==> config.mk <==
export PLATFORM = sky130hd
export DESIGN_NAME = imem_loader
export DESIGN_NICKNAME = d
export VERILOG_FILES = /design/src/rtl/imem_loader_pkg.sv /design/src/rtl/imem_loader_pack.sv /design/src/rtl/imem_loader.sv
export SDC_FILE = /design/constraint.sdc
export NUM_CORES = 1
export LEC_CHECK = 0
export CAP_MARGIN = 20
export CORE_ASPECT_RATIO = 1.1
export CORE_MARGIN = 3
export CORE_UTILIZATION = 45
export DETAILED_ROUTE_END_ITERATION = 10
export GPL_TIMING_DRIVEN = 0
export PLACE_DENSITY = 0.72
export SLEW_MARGIN = 20
export SYNTH_ARGS = -nofsm -noshare
export SYNTH_HDL_FRONTEND = slang
export SYNTH_SLANG_ARGS = --single-unit
export TNS_END_PERCENT = 10
==> constraint.sdc <==
create_clock -name clk -period 2.3 [get_ports clk]
set_input_delay 0.23 -clock clk [delete_from_list [all_inputs] [get_ports clk]]
set_output_delay 0.23 -clock clk [all_outputs]
set_load 0.02 [all_outputs]
==> src/rtl/imem_loader_pkg.sv <==
// imem_loader_pkg: shared types and constants for the instruction-memory loader
package imem_loader_pkg;

    localparam int WORD_BYTES = 4;
    localparam int LEN_W      = 16;

    typedef enum logic [2:0] {
        IDLE,
        LEN_LO,
        LEN_HI,
        DATA,
        WRITE,
        DONE,
        ERR
    } state_t;

    function automatic logic [31:0] word_addr(input logic [31:0] base, input logic [LEN_W-1:0] idx);
        return base + {14'b0, idx, 2'b00};
    endfunction

endpackage

==> src/rtl/imem_loader_pack.sv <==
// imem_loader_pack: assembles little-endian bytes into 32-bit words
module imem_loader_pack
    import imem_loader_pkg::*;
(
    input  logic        clk,
    input  logic        reset,
    input  logic        clr,
    input  logic        byte_valid,
    input  logic [7:0]  byte_data,
    output logic [31:0] word,
    output logic        word_valid
);

    logic [1:0]  cnt_q, cnt_d;
    logic [31:0] sr_q, sr_d;

    always_comb begin
        cnt_d = clr ? 2'd0 : byte_valid ? cnt_q + 2'd1 : cnt_q;
        sr_d  = clr ? 32'd0 : byte_valid ? {byte_data, sr_q[31:8]} : sr_q;
    end

    always_ff @(posedge clk or negedge reset) begin
        if (!reset) begin
            cnt_q <= 2'd0;
            sr_q  <= 32'd0;
        end else begin
            cnt_q <= cnt_d;
            sr_q  <= sr_d;
        end
    end

    // The completed word is offered combinationally alongside the 4th byte
    assign word       = {byte_data, sr_q[31:8]};
    assign word_valid = byte_valid && (cnt_q == 2'(WORD_BYTES - 1));

endmodule

==> src/rtl/imem_loader.sv <==
// imem_loader: streams a length-prefixed byte image into instruction memory, holding the CPU until done
module imem_loader
    import imem_loader_pkg::*;
#(
    parameter int          DEPTH_WORDS = 256,
    parameter logic [31:0] BASE_ADDR   = 32'h0000_0000
) (
    input  logic        clk,
    input  logic        reset,
    input  logic        start,
    input  logic        in_valid,
    input  logic [7:0]  in_data,
    output logic        in_ready,
    output logic        mem_we,
    output logic [31:0] mem_addr,
    output logic [31:0] mem_wdata,
    output logic        cpu_hold,
    output logic        done,
    output logic        error
);

    localparam logic [LEN_W:0] DEPTH_L = (LEN_W + 1)'(DEPTH_WORDS);

    state_t           state_q, state_d;
    logic [LEN_W-1:0] idx_q, idx_d, len_q, len_d;
    logic             mem_we_q, mem_we_d;
    logic [31:0]      mem_addr_q, mem_addr_d, mem_wdata_q, mem_wdata_d;
    logic             accept, restart, word_valid;
    logic [31:0]      word;
    logic [LEN_W-1:0] len_full, idx_inc;

    assign in_ready = state_q inside {LEN_LO, LEN_HI, DATA};
    assign accept   = in_valid && in_ready;
    assign restart  = start && (state_q inside {IDLE, DONE, ERR});
    assign len_full = {in_data, len_q[7:0]};
    assign idx_inc  = idx_q + 16'd1;

    imem_loader_pack u_pack (
        .clk        (clk),
        .reset      (reset),
        .clr        (restart),
        .byte_valid (accept && state_q == DATA),
        .byte_data  (in_data),
        .word       (word),
        .word_valid (word_valid)
    );

    always_comb begin
        state_d     = state_q;
        idx_d       = idx_q;
        len_d       = len_q;
        mem_we_d    = 1'b0;
        mem_addr_d  = 32'd0;
        mem_wdata_d = 32'd0;
        case (state_q)
            IDLE, DONE, ERR: if (start) begin
                state_d = LEN_LO;
                idx_d   = '0;
                len_d   = '0;
            end
            LEN_LO: if (accept) begin
                len_d   = {8'h00, in_data};
                state_d = LEN_HI;
            end
            LEN_HI: if (accept) begin
                len_d   = len_full;
                state_d = ({1'b0, len_full} > DEPTH_L) ? ERR : (len_full == '0) ? DONE : DATA;
            end
            // Memory-port registers load here so the strobe lands in the WRITE cycle
            DATA: if (word_valid) begin
                state_d     = WRITE;
                mem_we_d    = 1'b1;
                mem_addr_d  = word_addr(BASE_ADDR, idx_q);
                mem_wdata_d = word;
            end
            WRITE: begin
                idx_d   = idx_inc;
                state_d = (idx_inc == len_q) ? DONE : DATA;
            end
            default: state_d = IDLE;
        endcase
    end

    always_ff @(posedge clk or negedge reset) begin
        if (!reset) begin
            state_q     <= IDLE;
            idx_q       <= '0;
            len_q       <= '0;
            mem_we_q    <= 1'b0;
            mem_addr_q  <= 32'd0;
            mem_wdata_q <= 32'd0;
        end else begin
            state_q     <= state_d;
            idx_q       <= idx_d;
            len_q       <= len_d;
            mem_we_q    <= mem_we_d;
            mem_addr_q  <= mem_addr_d;
            mem_wdata_q <= mem_wdata_d;
        end
    end

    assign mem_we    = mem_we_q;
    assign mem_addr  = mem_addr_q;
    assign mem_wdata = mem_wdata_q;
    assign cpu_hold  = state_q != DONE;
    assign done      = state_q == DONE;
    assign error     = state_q == ERR;

endmodule

== After elaboration in Yosys (flattened, before gate mapping) ==
Index checks and enable logic that the tools add are counted.

* Register bits after elaboration: 134
* Bits in latches: 0
* RAM bits: 0
* Memory bits (read-only): 0
* Input bits: 12
* Output and inout port bits: 69
* Logic and storage cells: 66
* Memories: 0

* Add/subtract/negate cells: 2
* Multiply operators: 0
* Divide/modulo/power cells: 0
* Magnitude comparators: 1
* Equality and inequality tests: 13
* Shift-type cells: 0
* Muxes and demuxes: 23
* Bitwise logic cells: 1
* Reduce and logical (&&, ||, !) cells: 17

{| class="wikitable"
|+ Operator list
! cell !! number
|-
| 32-bit 2-to-1 mux || 4
|-
| 16-bit 2-to-1 mux || 3
|-
| 16-bit case mux with 3 select lines || 1
|-
| 18-bit 2-to-1 mux || 2
|-
| 16-bit case mux with 2 select lines || 1
|-
| 3-bit 2-to-1 mux || 7
|-
| 16-bit by 1-bit adder with 16-bit output (second input constant) || 1
|-
| 16-bit == test || 1
|-
| 16-bit by 9-bit > comparator with 1-bit output (second input constant) || 1
|-
| 16-bit zero test || 1
|-
| 3-bit case mux with 5 select lines || 1
|-
| 4-bit AND reduction || 3
|-
| 3-bit == test (second input constant) || 3
|-
| 3-bit nonzero test || 3
|-
| 3-bit by 2-bit == test with 1-bit output (second input constant) || 2
|-
| 2-bit inequality test (second input constant) || 3
|-
| 2-bit nonzero test || 3
|-
| 1-bit logical AND || 4
|-
| 2-bit 2-to-1 mux || 2
|-
| 3-bit by 1-bit == test with 1-bit output (second input constant) || 1
|-
| 3-bit zero test || 1
|-
| 3-bit inequality test (second input constant) || 1
|-
| 3-bit OR reduction || 1
|-
| 2-bit by 1-bit adder with 2-bit output (second input constant) || 1
|-
| 5 further kinds || 6
|}

== Longest topological paths before layout ==
Gate-level depths: netlist of the first run.

* Word-level depth: 7
* Gate-level depth with buffers: 10
* Depth with buffers taken out: 8

== Modules after synthesis ==
A second synthesis of the first run with hierarchy kept.

* Cells, all modules: 498
* Area total of the unflattened synthesis: 5141.2 µm²

{| class="wikitable"
|+ By module, submodules not included
! module !! instances !! cells an instance !! area each (µm²) !! sequential area each (µm²)
|-
| imem_loader || 1 || 404 || 3986.3 || 2102.0
|-
| imem_loader_pack || 1 || 94 || 1154.9 || 650.6
|}

== Least setup slack after synthesis of the first run ==
No wires, ideal clock.

* Path kind: flip-flop to flip-flop
* Start: reg idx_q[0]
* End: reg state_q[2]
* Setup time: 0.119 ns
* Arrival: 2.024 ns
* Data required time: 2.181 ns
* Slack: 0.157 ns
* Cell stages (with the launch flop): 10
* Path buffers: 1
* Clock period less this slack: 2.143 ns
* Path through: dfrtp_1 > ha_1 > buf_2 > nand3_2 > or3_1 > and3_1 > a211oi_1 > a211oi_1 > and4b_1 > a21bo_1

* Word-level cells in the longest chain between the ends: 4

{| class="wikitable"
|+ Ends and longest elaborated chain
! what !! RTL line !! text
|-
| start: declaration || imem_loader.sv:25 || <nowiki>logic [LEN_W-1:0] idx_q, idx_d, len_q, len_d;</nowiki>
|-
| start signal: assignment || imem_loader.sv:94 || <nowiki>idx_q <= idx_d;</nowiki>
|-
| 16-bit by 1-bit adder with 16-bit output || imem_loader.sv:36 || <nowiki>assign idx_inc = idx_q + 16'd1;</nowiki>
|-
| 16-bit == test || imem_loader.sv:78 || <nowiki>state_d = (idx_inc == len_q) ? DONE : DATA;</nowiki>
|-
| 3-bit 2-to-1 mux || imem_loader.sv:78 ||
|-
| 3-bit case mux with 5 select lines || imem_loader.sv:55 || <nowiki>case (state_q)</nowiki>
|-
| end signal: assignment || imem_loader.sv:93 || <nowiki>state_q <= state_d;</nowiki>
|-
| end: declaration || imem_loader.sv:24 || <nowiki>state_t state_q, state_d;</nowiki>
|}

No other way between the ends.
A chain may end at the register's enable or synchronous reset.

== Worst setup path in the final report of the first run ==
* Start: reg state_q[0]
* End: out in_ready

* Word-level cells in the longest chain between the ends: 2
* Elaborated cells on any way between the ends: 4
* Classes of those cells: 3 x eq/ne; 1 x reduce/logical

{| class="wikitable"
|+ Ends and longest elaborated chain
! what !! RTL line !! text
|-
| 3-bit by 1-bit == test with 1-bit output / 3-bit by 2-bit == test with 1-bit output (equally long branches) || imem_loader.sv:32 || <nowiki>assign in_ready = state_q inside {LEN_LO, LEN_HI, DATA};</nowiki>
|-
| 3-bit nonzero test * || imem_loader.sv:32 ||
|-
| end: declaration || imem_loader.sv:13 || <nowiki>output logic in_ready,</nowiki>
|}

Mark *: on every way between the ends. The rest lies on a longest branch, timed or not.

==> out/metrics.csv, run 1 <==
metric;value;unit
hold_viol;0;
max_freq;438.0;MHz
cp-end-kind;output port;
io_pins;81;
rsz0062_at_grt;yes;
crit_fanout;10;
path_clk_slew;70;ps
via_per_inst;5.324;
grt_max_degree;72;
layout-drive-gt1-share;0.1218;
synth_top_area_cell;dfrtp_1;
final_common_cell;dfrtp_1;
drv_slew;0;
h-tree-depth;3;
antenna_found_initial;0;
synth_cell_types;57;
p_switching;2114;uW
yosysTopAreaCellShare;0.5429;
overflow;0;
arrival;2050;ps
drtIter0Drc;272;
synthArstFlopShare;1.000;
syn_area;5070;um^2
via_count;4105;
rrSetupSlack;50;ps
fin_crit_sh;0.9925;
maxSlewHeadroom;0.4606;
rows;40;
startpoint;state_q[0];
power_density;929.2;nW/um^2
cpPeakStageDelay;620;ps
cpMostUsedCell;nor2_1;
gp_congestion;0.9187;
clockPowerShare;0.287;
tightest_slew;802.9;ps
drt_wl_total;12280;um
startpoint_type;register;
final_cell_mix;dfrtp_1, nand2_1, clkdlybuf4s50_1, and3_1, o21ai_0;
cts_tree;yes;
cp_cell_sequence;clkbuf_1, clkbuf_2, nor2_1, nor2_1, clkdlybuf4s50_1;
setup_viol;0;
cts_sinks;110;
criticalPathCategory;register to output port;
r2r_cells;8;
ys_seq_area_frac;0.5429;
hpwl;8463;um
yosysWarnings;0;
p_seq_frac;0.411;
drv_cap;0;
root_buffer;clkbuf_16;
synth_top_flop_cell;dfrtp_1;
fin_skew;6.966;ps
setup_ws;17.14;ps
synth.avg_cell_area;9.694;um^2
grt_usage;0.1993;
status;completed;
cts_inserted_buffers;9;
p_leak;0.003104;uW
n_antenna_cell;0;
core;10960;um^2
cp_data_required_time;2070;ps
clk_latency;350;ps
hold_class;input port to asynchronous set/reset pin;
cp_slowest_cell;clkdlybuf4s50_1;
synth_edf_count;0;
dr.pass1.iters;5;
start_util;0.4626;
hold_ws;350.8;ps
avgRoutedWirePerCell;15.93;um
portBuffers;64;
peakVddDrop;0.0005110;V
min_period;2283;ps
ant_nets;0;
nets;633;
tns;0;ps
die_w;107.2;um
drc;0;
synth_top_cells_by_area;dfrtp_1, and3_1, nand2_1;
die_h;117.3;um
switching_share;0.3521;
grt_pass1_wl;19930;um
p_int;3889;uW
grt_pass1_vias;3877;
r2r_end;state_q[1];
place_ws;-202.6;ps
synth-seq-cells;110;
combPwrFrac;0.302;
areaGrowthSynthToFinish;27.42;%
synthCells;523;
clk_path_buf_depth;2;
worstReg2RegStart;idx_q[0];
die_area;12580;um^2
## layout make-up
| class | instances | area [um^2] |
|---|---|---|
| Inverter | 13 | 48.80 |
| Clock buffer | 10 | 239.0 |
| Fill cell | 943 | 4501 |
| Timing Repair Buffer | 70 | 711.9 |
| Buffer | 53 | 285.3 |
| Clock inverter | 6 | 102.6 |
| Sequential cell | 110 | 2756 |
| Tap cell | 147 | 183.9 |
| Multi-Input combinational cell | 362 | 2132 |
## layer usage
metal  global-route usage  vias to the layer above  part of all wire
li1                     -                     1973                 -
met1               0.2939                     1972              0.47
met2               0.3020                      148              0.47
met3              0.02642                       12             0.050
met4              0.07114                        0             0.019
met5                    0                        -                 0
## flip-flops by register name (all words and copies together), names as in the netlist
signal and count:
len_q 16, idx_q 16, u_pack.cnt_q 2, u_pack.sr_q 24, mem_wdata 32, state_q 3
mem_addr 16, mem_we 1
## synth_stat cells (2+ instances only)
cell and instances:
xor2_1 10, inv_1 13, nor3_2 3, nor4_1 3, nand4_1 4, nor2b_1 3, or4_1 2, and2_1 2
buf_4 19, o41ai_1 3, clkbuf_1 23, buf_1 3, dfrtp_1 110, o21ai_0 41, nand2_1 87, xnor2_1 9
ha_1 2, a31oi_1 7, and3_1 54, nor2_1 23, a211oi_1 3, o31ai_1 8, nand3_1 16, a21oi_1 29
nand2b_1 2, o32ai_1 2, buf_2 8, nor3_1 4, o211ai_1 2
## power by group through the flow
stage | clock [uW] | sequential, uW | combinational, uW
floorplan | 0 | 2410 | 1220
global placement | 0 | 2480 | 1630
detailed placement | 0 | 2490 | 1670
CTS | 1750 | 2460 | 1720
global route | 1820 | 2500 | 2010
finish | 1730 | 2470 | 1810
## stage by stage
stage	util	power [uW]	area, um^2	cells
finish	0.5894	6002	6460	771
global route	0.5894	6332	6460	771
CTS	0.5833	5931	6394	769
detailed placement	0.5455	4160	5979	750
global placement	0.5429	4109	5951	749
floorplan	-	3629	5126	538
## cells by family after synthesis
group / synth area share
DFF: 0.5429
adders and majority gates: 0.004935
muxes: 0.002221
AOI/OAI and AO/OA: 0.1318
and+or+nand+nor: 0.2196
xor gates and xnor gates: 0.03282
buffers and inverters: 0.06491
other: 0.0007397
## critical path: cells and delay by family (launching register included)
| family | cells | cell delay, ps |
|---|---|---|
| simple gates | 2 | 250 |
| flops | 1 | 320 |
| buf+inv | 3 | 1120 |
## worst max-delay path by stage
stage                  to  slack, ps
6_report         in_ready         20
3_5_place_dp   state_q[1]       -200
5_1_grt          idx_q[7]       -100
3_3_place_gp    len_q[10]      -2910
2_1_floorplan  state_q[2]        160
4_1_cts          idx_q[7]        -10
## timing repair
action / 4_1_cts / 5_1_grt
resized for setup: 11 / 13
hold buffers: 1 / 0
gates cloned: 0 / 0
endpoints found under the setup margin: 13 / 14
endpoints found under the hold margin: 39 / 0
pin swaps: 2 / 2
setup buffers: 2 / 2
No activity file was read; power rests on OpenSTA's default activity.
==> inputs of run 2 (changes only) <==
Settings changed: PLACE_DENSITY 0.72 to 0.71, SYNTH_HIERARCHICAL from default to 1.
==> run 2 against run 1 <==
Net effect: the run now ends with negative setup slack left; critical path depth is 3 higher; first-iteration DRC count increased by 8.8%; clock skew grew 1.4 ps; global-route usage fell by 0.67 points; wire length fell by 3.7%; largest power group unchanged.
==> out/metrics.csv, run 2 <==
metric;value;unit;change
min_period;2340;ps;+56.85 ps
yosys-top-cells-count;dfrtp_1, and2_1, nor2_1, o21ai_0, nand2_1;;
synth_cell_types;52;;-8.8%
gp_congestion;0.9195;;about the same
final_util;0.5960;;+0.006657
synth_top_flop_cell;dfrtp_1;;
grt_max_degree;77;;+6.9%
yosysTopAreaCellShare;0.5354;;-0.007532
portBuffers;64;;unchanged
synth_edf_count;0;;unchanged
core;11060;um^2;+0.91%
cts_sinks;110;;unchanged
drc;0;;unchanged
peakVddDrop;0.0004299;V;-16%
overflow;0;;unchanged
final_common_cell;dfrtp_1;;
via_per_inst;5.232;;-1.7%
synthCells;498;;-4.8%
ant_nets;0;;unchanged
die_w;107.9;um;+0.66%
instances_no_fill;753;;-2.3%
max_freq;427.4;MHz;-2.4%
maxSlewHeadroom;0.5812;;+0.1206
start_util;0.4648;;+0.002262
dr.pass1.iters;5;;unchanged
path_clk_slew;70;ps;about the same
largest_reg_flops;32;;unchanged
placed_cell_area;6067;um^2;+1.5%
ys_seq_area_frac;0.5354;;-0.007532
root_buffer;clkbuf_16;;
fin_skew;8.327;ps;+1.361 ps
dp.cells;725;;-3.3%
areaGrowthSynthToFinish;28.23;%;
n_antenna_cell;0;;unchanged
die_area;12740;um^2;+1.3%
drv_cap;0;;unchanged
syn_area;5141;um^2;+1.4%
p_leak;0.003036;uW;-2.2%
drt_wl_total;11820;um;-3.7%
layout-drive-gt1-share;0.1716;;+0.04982
antenna_found_initial;0;;unchanged
synth_top_cells_by_area;dfrtp_1, and2_1, mux2i_1;;
criticalPathCategory;register to register;;
synth_top_area_cell;dfrtp_1;;
tightest_slew;625.8;ps;-177.0 ps
final_cell_mix;dfrtp_1, clkdlybuf4s50_1, and2_1, nor2_1, buf_4;;
via_count;3940;;-4.0%
rows;40;;unchanged
grt_pass1_wl;19490;um;-2.3%
setup_viol;1;;+1
cp_data_required_time;2530;ps;+460 ps
hold_viol;0;;unchanged
hold_ws;336.9;ps;-13.87 ps
cts_inserted_buffers;9;;unchanged
h-tree-depth;3;;unchanged
synth.avg_cell_area;10.32;um^2;+6.5%
r2r_cells;8;;unchanged
nets;616;;-2.7%
setup_ws;-39.71;ps;-56.85 ps
clk_path_buf_depth;2;;unchanged
yosys.cell_count.top_type;dfrtp_1;;
place_ws;-572.9;ps;-370.3 ps
drv_slew;0;;unchanged
io_pins;81;;unchanged
die_h;118.1;um;+0.66%
synthArstFlopShare;1.000;;unchanged
startpoint_type;register;;
yosysWarnings;6;;+6
hold_class;input port to asynchronous set/reset pin;;
drtIter0Drc;296;;+8.8%
cts_tree;yes;;
status;finished, violations left;;
power_density;878.9;nW/um^2;-5.4%
grt_usage;0.1926;;-0.006727
synth-seq-cells;110;;unchanged
grt_pass1_vias;3854;;-0.59%
avgRoutedWirePerCell;15.70;um;-1.4%
crit_fanout;6;;-4
hpwl;7930;um;-6.3%
cp-end-kind;register;;
rrSetupSlack;-40;ps;-90 ps
finalInstanceArea;6593;um^2;+2.1%
clk_latency;340;ps;about the same
rsz0062_at_grt;yes;;
arrival;2570;ps;+520 ps
fin_crit_sh;1.017;;+0.02472
violations;negative setup slack;;
## run 2: layer usage
metal | vias up | part of all wire | track usage | routed length [um]
li1 | 1854 | - | - | -
met1 | 1906 | 0.42 | 0.2569 | 4969
met2 | 156 | 0.50 | 0.3122 | 5917
met3 | 24 | 0.056 | 0.03620 | 667
met4 | 0 | 0.022 | 0.07024 | 265
met5 | - | 0 | 0 | 0
## run 2: final timing paths
kind                                      end            start
worst max-delay path               state_q[1]         idx_q[0]
min in group clk                 mem_wdata[3]  u_pack/sr_q[11]
worst min register to register   mem_wdata[3]  u_pack/sr_q[11]
worst min-delay path            mem_wdata[30]            reset
max in group asynchronous          state_q[2]            reset
worst max register to register     state_q[1]         idx_q[0]
## run 2: through the flow
stage	TNS (ps)	total power (uW)
2_1_floorplan	0	3660
3_5_place_dp	-12370	4170
6_report	-39.71	5794
3_3_place_gp	-342680	4098
5_1_grt	-278.9	6145
4_1_cts	-70.33	5721
## run 2: logic make-up after synthesis
kind of cell / synth area share
simple gates: 0.1945
xor+xnor: 0.04575
flops: 0.5354
fa+ha+maj: 0.004867
mux: 0.05086
buf+inv: 0.07812
compound gates: 0.08980
other cells: 0.0007294
## run 2: cell type report
cell class	count	area, um^2
Inverter	10	37.54
Multi-Input combinational cell	340	2173
Fill cell	891	4468
Clock inverter	5	42.54
Timing Repair Buffer	81	794.5
Buffer	50	362.8
Sequential cell	110	2759
Clock buffer	10	239.0
Tap cell	147	183.9
## run 2: what timing repair did
item | in CTS | in global routing
setup buffers | 10 | 5
resized for setup | 22 | 10
hold buffers | 1 | 0
pin swaps | 10 | 5
gates cloned | 0 | 1
endpoints found under the setup margin | 52 | 53
endpoints found under the hold margin | 34 | 0
## run 2: critical path: stages, from the launching register on
cell	delay [ps]
dfrtp_2	430
ha_4	190
nand3_4	140
buf_4	170
xnor2_1	150
nor4_4	180
nand4_2	130
or4_4	560
a211o_1	280
## run 2: report_power, final
group	switching, uW	internal (uW)	total, uW
clock network	697	772	1470
logic	1150	788	1940
registers	216	2170	2380
==> inputs of run 3 (changes only) <==
Settings changed: RECOVER_POWER from default to 25.
==> run 3 against run 2 <==
Net effect: the flow still finishes with violations (negative setup slack); wire length is essentially flat; count of clock-buffer cells in the layout is the same; clock power is essentially flat; non-clock buffer count is the same; maximum frequency shrank 0.24%; die area is the same; combinational power is essentially flat; final cell count is the same; sequential share of layout area grew 0.17 points; critical path type unchanged.
==> out/metrics.csv, run 3 (same netlist as run 2, synthesis figures left out) <==
metric;value;unit;change
use_met3;0.03620;;unchanged
power_density;882.3;nW/um^2;+0.39%
combPwrFrac;0.334;;about the same
setup_ws;-45.25;ps;-5.534 ps
switching_share;0.3573;;+0.0008024
hold_ws;485.0;ps;+148.1 ps
grt_busiest_layer;met2;;
overflow;0;;unchanged
cts_sinks;110;;unchanged
h-tree-depth;3;;unchanged
root_buffer;clkbuf_16;;
nFillCells;895;;+0.45%
via_count;3934;;-0.15%
hpwl;7930;um;unchanged
start_util;0.4648;;unchanged
areaGrowthSynthToFinish;27.72;%;
final_cell_mix;dfrtp_1, clkdlybuf4s50_1, and2_1, nor2_1, buf_4;;
startpoint_type;register;;
layout-drive-gt1-share;0.1716;;unchanged
max_freq;426.4;MHz;-0.24%
tns;-45.25;ps;-5.534 ps
drv_cap;0;;unchanged
io_pins;81;;unchanged
cp-end-kind;register;;
drc;0;;unchanged
met1_usage;0.2569;;unchanged
core;11060;um^2;unchanged
arrival;2570;ps;about the same
grt_pass1_wl;19490;um;unchanged
drt_wl_total;11810;um;about the same
criticalPathCategory;register to register;;
path_clk_slew;70;ps;about the same
multi_input_area;2173;um^2;unchanged
rows;40;;unchanged
crit_fanout;5;;-1
grt_pass1_vias;3854;;unchanged
fin_crit_sh;1.020;;+0.002406
fin_total_pwr;5794;uW;about the same
drv_slew;0;;unchanged
hold_class;register to register;;
setup_viol;1;;unchanged
dr.pass1.iters;5;;unchanged
grt_use_met2;0.3122;;unchanged
gp_congestion;0.9195;;unchanged
portBuffers;64;;unchanged
cts_inserted_buffers;9;;unchanged
p_leak;0.003027;uW;-0.32%
antenna_found_initial;0;;unchanged
die_area;12740;um^2;unchanged
cp_data_required_time;2530;ps;about the same
p_seq_frac;0.412;;about the same
ant_nets;0;;unchanged
largest_reg_flops;32;;unchanged
tightest_slew;908.7;ps;+282.9 ps
area.sequential;2759;um^2;unchanged
status;finished, violations left;;
grt_max_degree;77;;unchanged
cts_tree;yes;;
violations;negative setup slack;;
rsz0062_at_grt;yes;;
hold_viol;0;;unchanged
final_common_cell;dfrtp_1;;
die_h;118.1;um;unchanged
p_int;3724;uW;-0.13%
grt_usage;0.1926;;unchanged
n_antenna_cell;0;;unchanged
nets;616;;unchanged
clockPowerShare;0.255;;about the same
fin_skew;11.16;ps;+2.833 ps
via_per_inst;5.224;;-0.15%
clk_latency;350;ps;about the same
drtIter0Drc;304;;+2.7%
final_util;0.5937;;-0.002376
peakVddDrop;0.0004299;V;about the same
avgRoutedWirePerCell;15.69;um;about the same
maxSlewHeadroom;0.3942;;-0.1870
die_w;107.9;um;unchanged
p_switching;2070;uW;+0.22%
min_period;2345;ps;+5.534 ps
clk_path_buf_depth;2;;unchanged
run 3: cell types whose count changed in the layout (fill, tap and decap cells not counted):
cell | before | now
buf_16 | 1 | 0
buf_4 | 42 | 43
buf_6 | 4 | 3
clkbuf_2 | 2 | 3
run 3: stage by stage:
stage,setup slack (ps),instance area (um^2),cells
2_1_floorplan,7.553,5214,513
3_3_place_gp,-3010,6038,724
3_5_place_dp,-572.9,6067,725
4_1_cts,-43.74,6518,747
5_1_grt,-140.7,6566,753
6_report,-45.25,6566,753
run 3: layout make-up:
class                      count  share of cell area
sequential                   110              0.4202
multi-input combinational    340              0.3310
timing repair buffer          81              0.1170
buffer                        50             0.05526
clock buffer                  10             0.03639
tap                          147             0.02801
clock inverter                 5            0.006479
inverter                      10            0.005716
run 3: per-layer routing:
metal	up-vias	part of all wire
met5	-	0
met4	0	0.024
met3	28	0.053
met2	158	0.50
met1	1899	0.42
li1	1849	-
run 3: path summary, 6_finish.rpt:
path	from	endpoint	slack, ps	cells past startpoint
worst min register to register	u_pack/sr_q[11]	mem_wdata[3]	490	1
worst max register to register	idx_q[0]	state_q[1]	-50	7
max in group asynchronous	reset	state_q[2]	320	3
worst min-delay path	u_pack/sr_q[11]	mem_wdata[3]	490	1
worst max-delay path	idx_q[0]	state_q[1]	-50	7
min in group asynchronous	reset	mem_wdata[30]	520	2
run 3: power groups by stage:
stage,logic (uW),registers [uW],clock network [uW]
after detailed placement,1790,2380,0
after CTS,1820,2400,1500
final,1930,2380,1480
after floorplan,1330,2330,0
after global placement,1730,2370,0
after global routing,2130,2420,1590
run 3: worst max-delay path, stage by stage, from the launching register on:
cell and delay [ps]:
dfrtp_2 430, buf_4 160, nand3_4 140, nor4_4 340, xnor2_1 190, nand4_2 140, or4_4 560, a211o_1 280
run 3: repair_timing:
| action | in CTS | in global routing |
|---|---|---|
| hold buffers | 1 | 0 |
| gates cloned | 0 | 1 |
| pin swaps | 10 | 5 |
| setup endpoints to repair | 52 | 53 |
| hold endpoints to repair | 34 | 0 |
| setup buffers | 10 | 5 |
| gates resized for setup | 22 | 10 |
==> RTL change 1, RTL diff (config.mk and constraints of run 1) <==
`mem_wdata_q` no longer has a reset.
--- a/src/rtl/imem_loader.sv
+++ b/src/rtl/imem_loader.sv
@@ -88,15 +88,17 @@
             len_q       <= '0;
             mem_we_q    <= 1'b0;
             mem_addr_q  <= 32'd0;
-            mem_wdata_q <= 32'd0;
         end else begin
             state_q     <= state_d;
             idx_q       <= idx_d;
             len_q       <= len_d;
             mem_we_q    <= mem_we_d;
             mem_addr_q  <= mem_addr_d;
-            mem_wdata_q <= mem_wdata_d;
         end
+    end
+
+    always_ff @(posedge clk) begin
+        mem_wdata_q <= mem_wdata_d;
     end
 
     assign mem_we    = mem_we_q;
Check against the original RTL: differs if reset is asserted again (counterexample within 10 cycles, from zero or initial values and one cycle with reset low); with reset held inactive, the same outputs for 10 cycles.
==> RTL change 1 against run 1 <==
  * Power fell by 2.7%
  * Wire length is 0.68% higher
  * Worst setup slack improved by 0.069 ns
  * Synthesized area decreased by 1.4%
  * Critical path depth down 2
  * Sequential cell count stayed put
  * Final area fell by 2.1%
  * Utilization grew 0.78 points
  * Largest cell class unchanged
==> RTL change 1: results (changes against run 1) <==
* Outcome: completed
- Max-Slew Margin vs Limit: 59.8% (+14 points)
* Cell types with the largest area share after synthesis: dfrtp_1 39%, dfxtp_1 13%, and3_1 6.9%
- The post-synthesis cell type count came to 60 (+5.3%).
* Total global routing track utilization: 20.9% (+0.96 points)
* Sequential fraction of the synthesis area: 51.9% (-2.4 points)
- Synth cell count leaders: 87 x nand2_1, 78 x dfrtp_1, 55 x and3_1, 41 x o21ai_0, 37 x a21oi_1
- The worst register-to-register path ends at state_q[2].
- Clock edge transition at the registers on the reported setup and hold paths: 0.07 ns (about the same)
* Worst reg2reg path depth: 9 (+1)
- Share of synthesized flip-flops with an asynchronous set or reset: 70.9% (-29 points)
* Largest net degree at the start of global routing: 52 (-28%)
* Leak pwr: 2.95 nW (-5.1%)
- The via count of the first global-routing pass was 4080 (+5.2%).
- Fraction of layout instances using a drive strength above 1: 12.1% (-0.054 points)
* Arrival time of data at the critical path endpoint: 1.98 ns (-0.07 ns)
* Placer's final routability congestion estimate: 0.885 (-3.7%)
* Hold_ws: 0.343 ns (-0.00791 ns)
- The reg2reg setup slack came to 0.09 ns (+0.04 ns).
* Top fanout value on the critical path: 7 (-3)
- The detailed-routing iteration count for the pre-antenna-repair pass came to 4 (-1).
* Number of nets in the layout: 644 (+1.7%)
* Instance area after placement: 5900 µm² (-1.3%)
- The worst vdd rail ir drop came to 0.475 mV (-7.0%).
- The average wire per cell in the routed design came to 15.9 µm (-0.22%).
## RTL change 1: worst max-delay path by stage
stage | cells after the start | end | startpoint | slack (ns)
floorplan | 8 | state_q[1] | idx_q[1] | 0.25
global placement | 1 | u_pack.sr_q[13] | reset | -1.66
detailed placement | 8 | state_q[1] | idx_q[1] | -0.25
CTS | 8 | state_q[1] | idx_q[1] | 0.04
global route | 9 | state_q[1] | idx_q[0] | -0.01
finish | 3 | error | state_q[1] | 0.09
## RTL change 1: kinds of logic after synthesis
group / after synthesis / synth area share [%]
mux: 4 / 0.826
other cells: 1 / 0.0750
simple gates: 225 / 23.9
flops: 110 / 51.9
fa+ha+maj: 2 / 0.501
buf+inv: 69 / 7.18
compound gates: 105 / 12.2
xor+xnor: 20 / 3.50
## RTL change 1: layout make-up
cell class	instances	area (µm²)
Inverter	14	52.6
Sequential cell	110	2590
Clock inverter	6	62.6
Clock buffer	10	239
Multi-Input combinational cell	372	2190
Buffer	53	303
Tap cell	143	179
Timing Repair Buffer	70	706
Fill cell	950	4270
## RTL change 1: power by group
part,internal [W],switching (W)
logic,0.000689,0.00115
clock network,0.000791,0.000737
registers,0.00220,0.000279
## RTL change 1: routing by layer
metal	vias up	track usage [%]	share of wire (%)
li1	2007	-	-
met1	2009	29.1	45
met2	140	32.7	47
met3	20	4.26	5.7
met4	0	7.50	1.8
met5	-	0	0
## RTL change 1: what timing repair did
action / in CTS / in global routing
pin swaps: 3 / 7
gates resized for setup: 4 / 13
endpoints found under the hold margin: 27 / 0
hold buffers: 1 / 0
endpoints found under the setup margin: 2 / 12
buffers inserted: 1 / 3
## RTL change 1: stage by stage
step / instances / worst slack (ns) / util (%) / total power [W] / TNS (ns)
4_1_cts: 777 / 0.0390 / 58.9 / 0.00582 / 0
2_1_floorplan: 551 / 0.253 / - / 0.00370 / 0
6_report: 778 / 0.0864 / 59.7 / 0.00584 / 0
5_1_grt: 778 / -0.0112 / 59.7 / 0.00621 / -0.0222
3_3_place_gp: 758 / -1.66 / 55.5 / 0.00420 / -129.38
3_5_place_dp: 759 / -0.248 / 55.7 / 0.00426 / -0.450
## RTL change 1: worst max-delay path: stages, from the launching register on
cell and delay, ns:
dfrtp_1 0.43, inv_1 0.14, nor3_1 0.36, clkdlybuf4s50_1 0.69
==> RTL change 2, RTL diff (flow settings as in run 1) <==
Made on the original files. `DEPTH_WORDS`: 256 -> 192.
--- a/src/rtl/imem_loader.sv
+++ b/src/rtl/imem_loader.sv
@@ -2,7 +2,7 @@
 module imem_loader
     import imem_loader_pkg::*;
 #(
-    parameter int          DEPTH_WORDS = 256,
+    parameter int          DEPTH_WORDS = 192,
     parameter logic [31:0] BASE_ADDR   = 32'h0000_0000
 ) (
     input  logic        clk,
Check against the original RTL: not equivalent (a bounded check fails within 4 cycles, from zero or initial values and one cycle with reset low).
==> RTL change 2 against run 1 <==
  * The run now ends with setup timing left
  * Power up 1.5%
  * Sequential cell count stayed put
  * Synthesized area shrank 1.5%
  * Worst setup slack got worse by 0.12 ns
  * Wire length rose by 0.67%
  * Synthesized cell count is 0.38% lower
  * Final area decreased by 2.6%
  * Clock power fell by 15%
  * Largest power group unchanged
==> RTL change 2: results (changes against run 1) <==
- End point of the critical path: state_q[2]
* Depth of the CTS H-tree: 3 (unchanged)
- The tightest min-delay check is of the in -> async type.
- Total of endpoints with negative setup slack in the final report: 2 (+2)
- The flip-flop count of the largest register after layout is 32 (unchanged).
* Worst reg2reg path depth: 7 (-1)
* Number of nets in the layout: 630 (-0.47%)
- The number of standard cells after synthesis was 521 (-0.38%).
* Placed Instances: 744 (-0.80%)
- Via count of the first global-routing pass: 3971 (+2.4%)
- Leak pwr: 2.97 nW (-4.4%)
- Antenna violations before repair: 0 (unchanged)
- On the critical path the largest part of the delay comes from simple AND/OR/NAND/NOR gates.
- Worst path max stage delay: 0.58 ns (-0.04 ns)
- Wire length after detailed routing: 12400 µm (+0.67%)
- Clock root cell: clkbuf_16
* Maximum clock insertion buffer count: 2 (unchanged)
- The detailed-routing iteration count for the pre-antenna-repair pass is 5 (unchanged).
- Global-route wire length before repair: 19900 µm (about the same)
- The sum of negative setup slack is -0.147 ns (-0.147 ns).
* Outcome: complete, but fails checks
- After synthesis, the cell types taking the most area are dfrtp_1 55%, nand2_1 6.7%, and3_1 6.4%.
* Detail-routed via count per cell: 5.43 (+1.9%)
* Number of warnings reported in the yosys synthesis log: 0 (unchanged)
- Port Buf Inserts: 64 (unchanged)
- Clock insertion delay at the later pin of the skew report: 0.34 ns
* Arrival time of data at the critical path endpoint: 2.68 ns (+0.63 ns)
* Clock edge transition at the registers on the reported setup and hold paths: 0.07 ns (about the same)
- The post-synthesis cell type count came to 53 (-7.0%).
- Hold_ws: 0.344 ns (-0.00668 ns)
- The setup slack of the critical path after layout came to -0.0993 ns (-0.116 ns).
- Actual transition at the worst max-transition pin: 0.618 ns (-0.185 ns)
* Fill cell total of the finished layout: 961 (+1.9%)
* Number of DRC violations after detailed-routing iteration 0: 232 (-15%)
* Average routed wire per standard cell: 16.2 µm (+1.6%)
- Share of synthesized flip-flops with an asynchronous set or reset: 100% (unchanged)
* Detailed placer's ending HPWL: 8770 µm (+3.6%)
- Number of antenna diodes: 0 (unchanged)
- The global placement routability congestion came to 0.892 (-2.9%).
- Sequential fraction of the synthesis area: 55.1% (+0.83 points)
- The pin count of the biggest net entering global routing came to 74 (+2.8%).
- Slowest cell on crit path: or4_4
- The maximum clock skew at final layout was 0.00740 ns (+0.000435 ns).
* Critical Path Start: idx_q[6]
- The maximum net fanout on the critical path was 8 (-2).
- Fraction of layout instances using a drive strength above 1: 11.6% (-0.59 points)
- Total global routing track utilization: 20.3% (+0.41 points)
- The checks that failed: setup timing.
- By count the netlist is led by 110 x dfrtp_1, 89 x nand2_1, 51 x and3_1, 44 x o21ai_0, 33 x a21oi_1.
- Clock buffer count from CTS: 9 (unchanged)
- The worst vdd rail ir drop was 0.590 mV (+15%).
==> RTL change 2: layout make-up <==
cell class | instances | area (µm²) | area share (%)
Sequential cell | 110 | 2760 | 43.8
Multi-Input combinational cell | 360 | 2020 | 32.2
Timing Repair Buffer | 70 | 709 | 11.3
Buffer | 51 | 284 | 4.51
Clock buffer | 11 | 243 | 3.86
Tap cell | 143 | 179 | 2.84
Inverter | 14 | 52.6 | 0.835
Clock inverter | 5 | 42.5 | 0.676
==> RTL change 2: worst register-to-register path, delay by kind of cell, from the launching register on <==
kind,cells,cell delay [ns]
flops,1,0.35
compound gates,2,0.45
buf+inv,1,0.13
simple gates,4,1.42
==> RTL change 2: repair_timing <==
| action | CTS | global route |
|---|---|---|
| endpoints found under the setup margin | 32 | 72 |
| endpoints found under the hold margin | 37 | 0 |
| resized for setup | 17 | 22 |
| hold buffers | 1 | 0 |
| setup buffers | 2 | 2 |
| pin swaps | 2 | 4 |
==> RTL change 2: routing by layer <==
layer | share of wire (%) | up-vias | global-route usage [%]
met5 | 0 | - | 0
li1 | - | 1948 | -
met3 | 5.5 | 21 | 3.21
met2 | 47 | 145 | 32.5
met1 | 45 | 2031 | 28.5
met4 | 2.2 | 0 | 7.42
==> RTL change 2: worst min-delay path by stage <==
stage,startpoint,endpoint,depth (start not counted)
2_1_floorplan,reset,idx_q[0],0
3_3_place_gp,u_pack.sr_q[9],mem_wdata[1],1
3_5_place_dp,reset,len_q[6],1
4_1_cts,reset,len_q[6],2
5_1_grt,reset,len_q[1],2
6_report,reset,len_q[1],2
==> RTL change 2: through the flow <==
stage / util [%] / instance area [µm²] / worst slack [ns]
after global placement: 55.4 / 5870 / -2.98
after CTS: 59.1 / 6250 / 0.00715
after floorplan: - / 5050 / 0.199
after global routing: 59.4 / 6290 / -0.155
final: 59.4 / 6290 / -0.0993
after detailed placement: 55.7 / 5900 / -0.448
==> RTL change 2: logic make-up (layout without fill, tap and decap cells) <==
family          after synthesis  in the layout  share of synthesized area, %
compound gates              103            103                          11.8
xor+xnor                     23             23                          4.03
buf+inv                      66            151                          6.26
other cells                   1             16                        0.0751
simple gates                215            215                          22.0
flops                       110            110                          55.1
fa+ha+maj                     2              2                         0.501
mux                           1              1                         0.200
==> RTL change 2: power by group <==
part / total, W / switching (W) / internal [W]
Sequential: 0.00253 / 0.000291 / 0.00224
Combinational: 0.00210 / 0.00131 / 0.000789
Clock: 0.00147 / 0.000689 / 0.000776
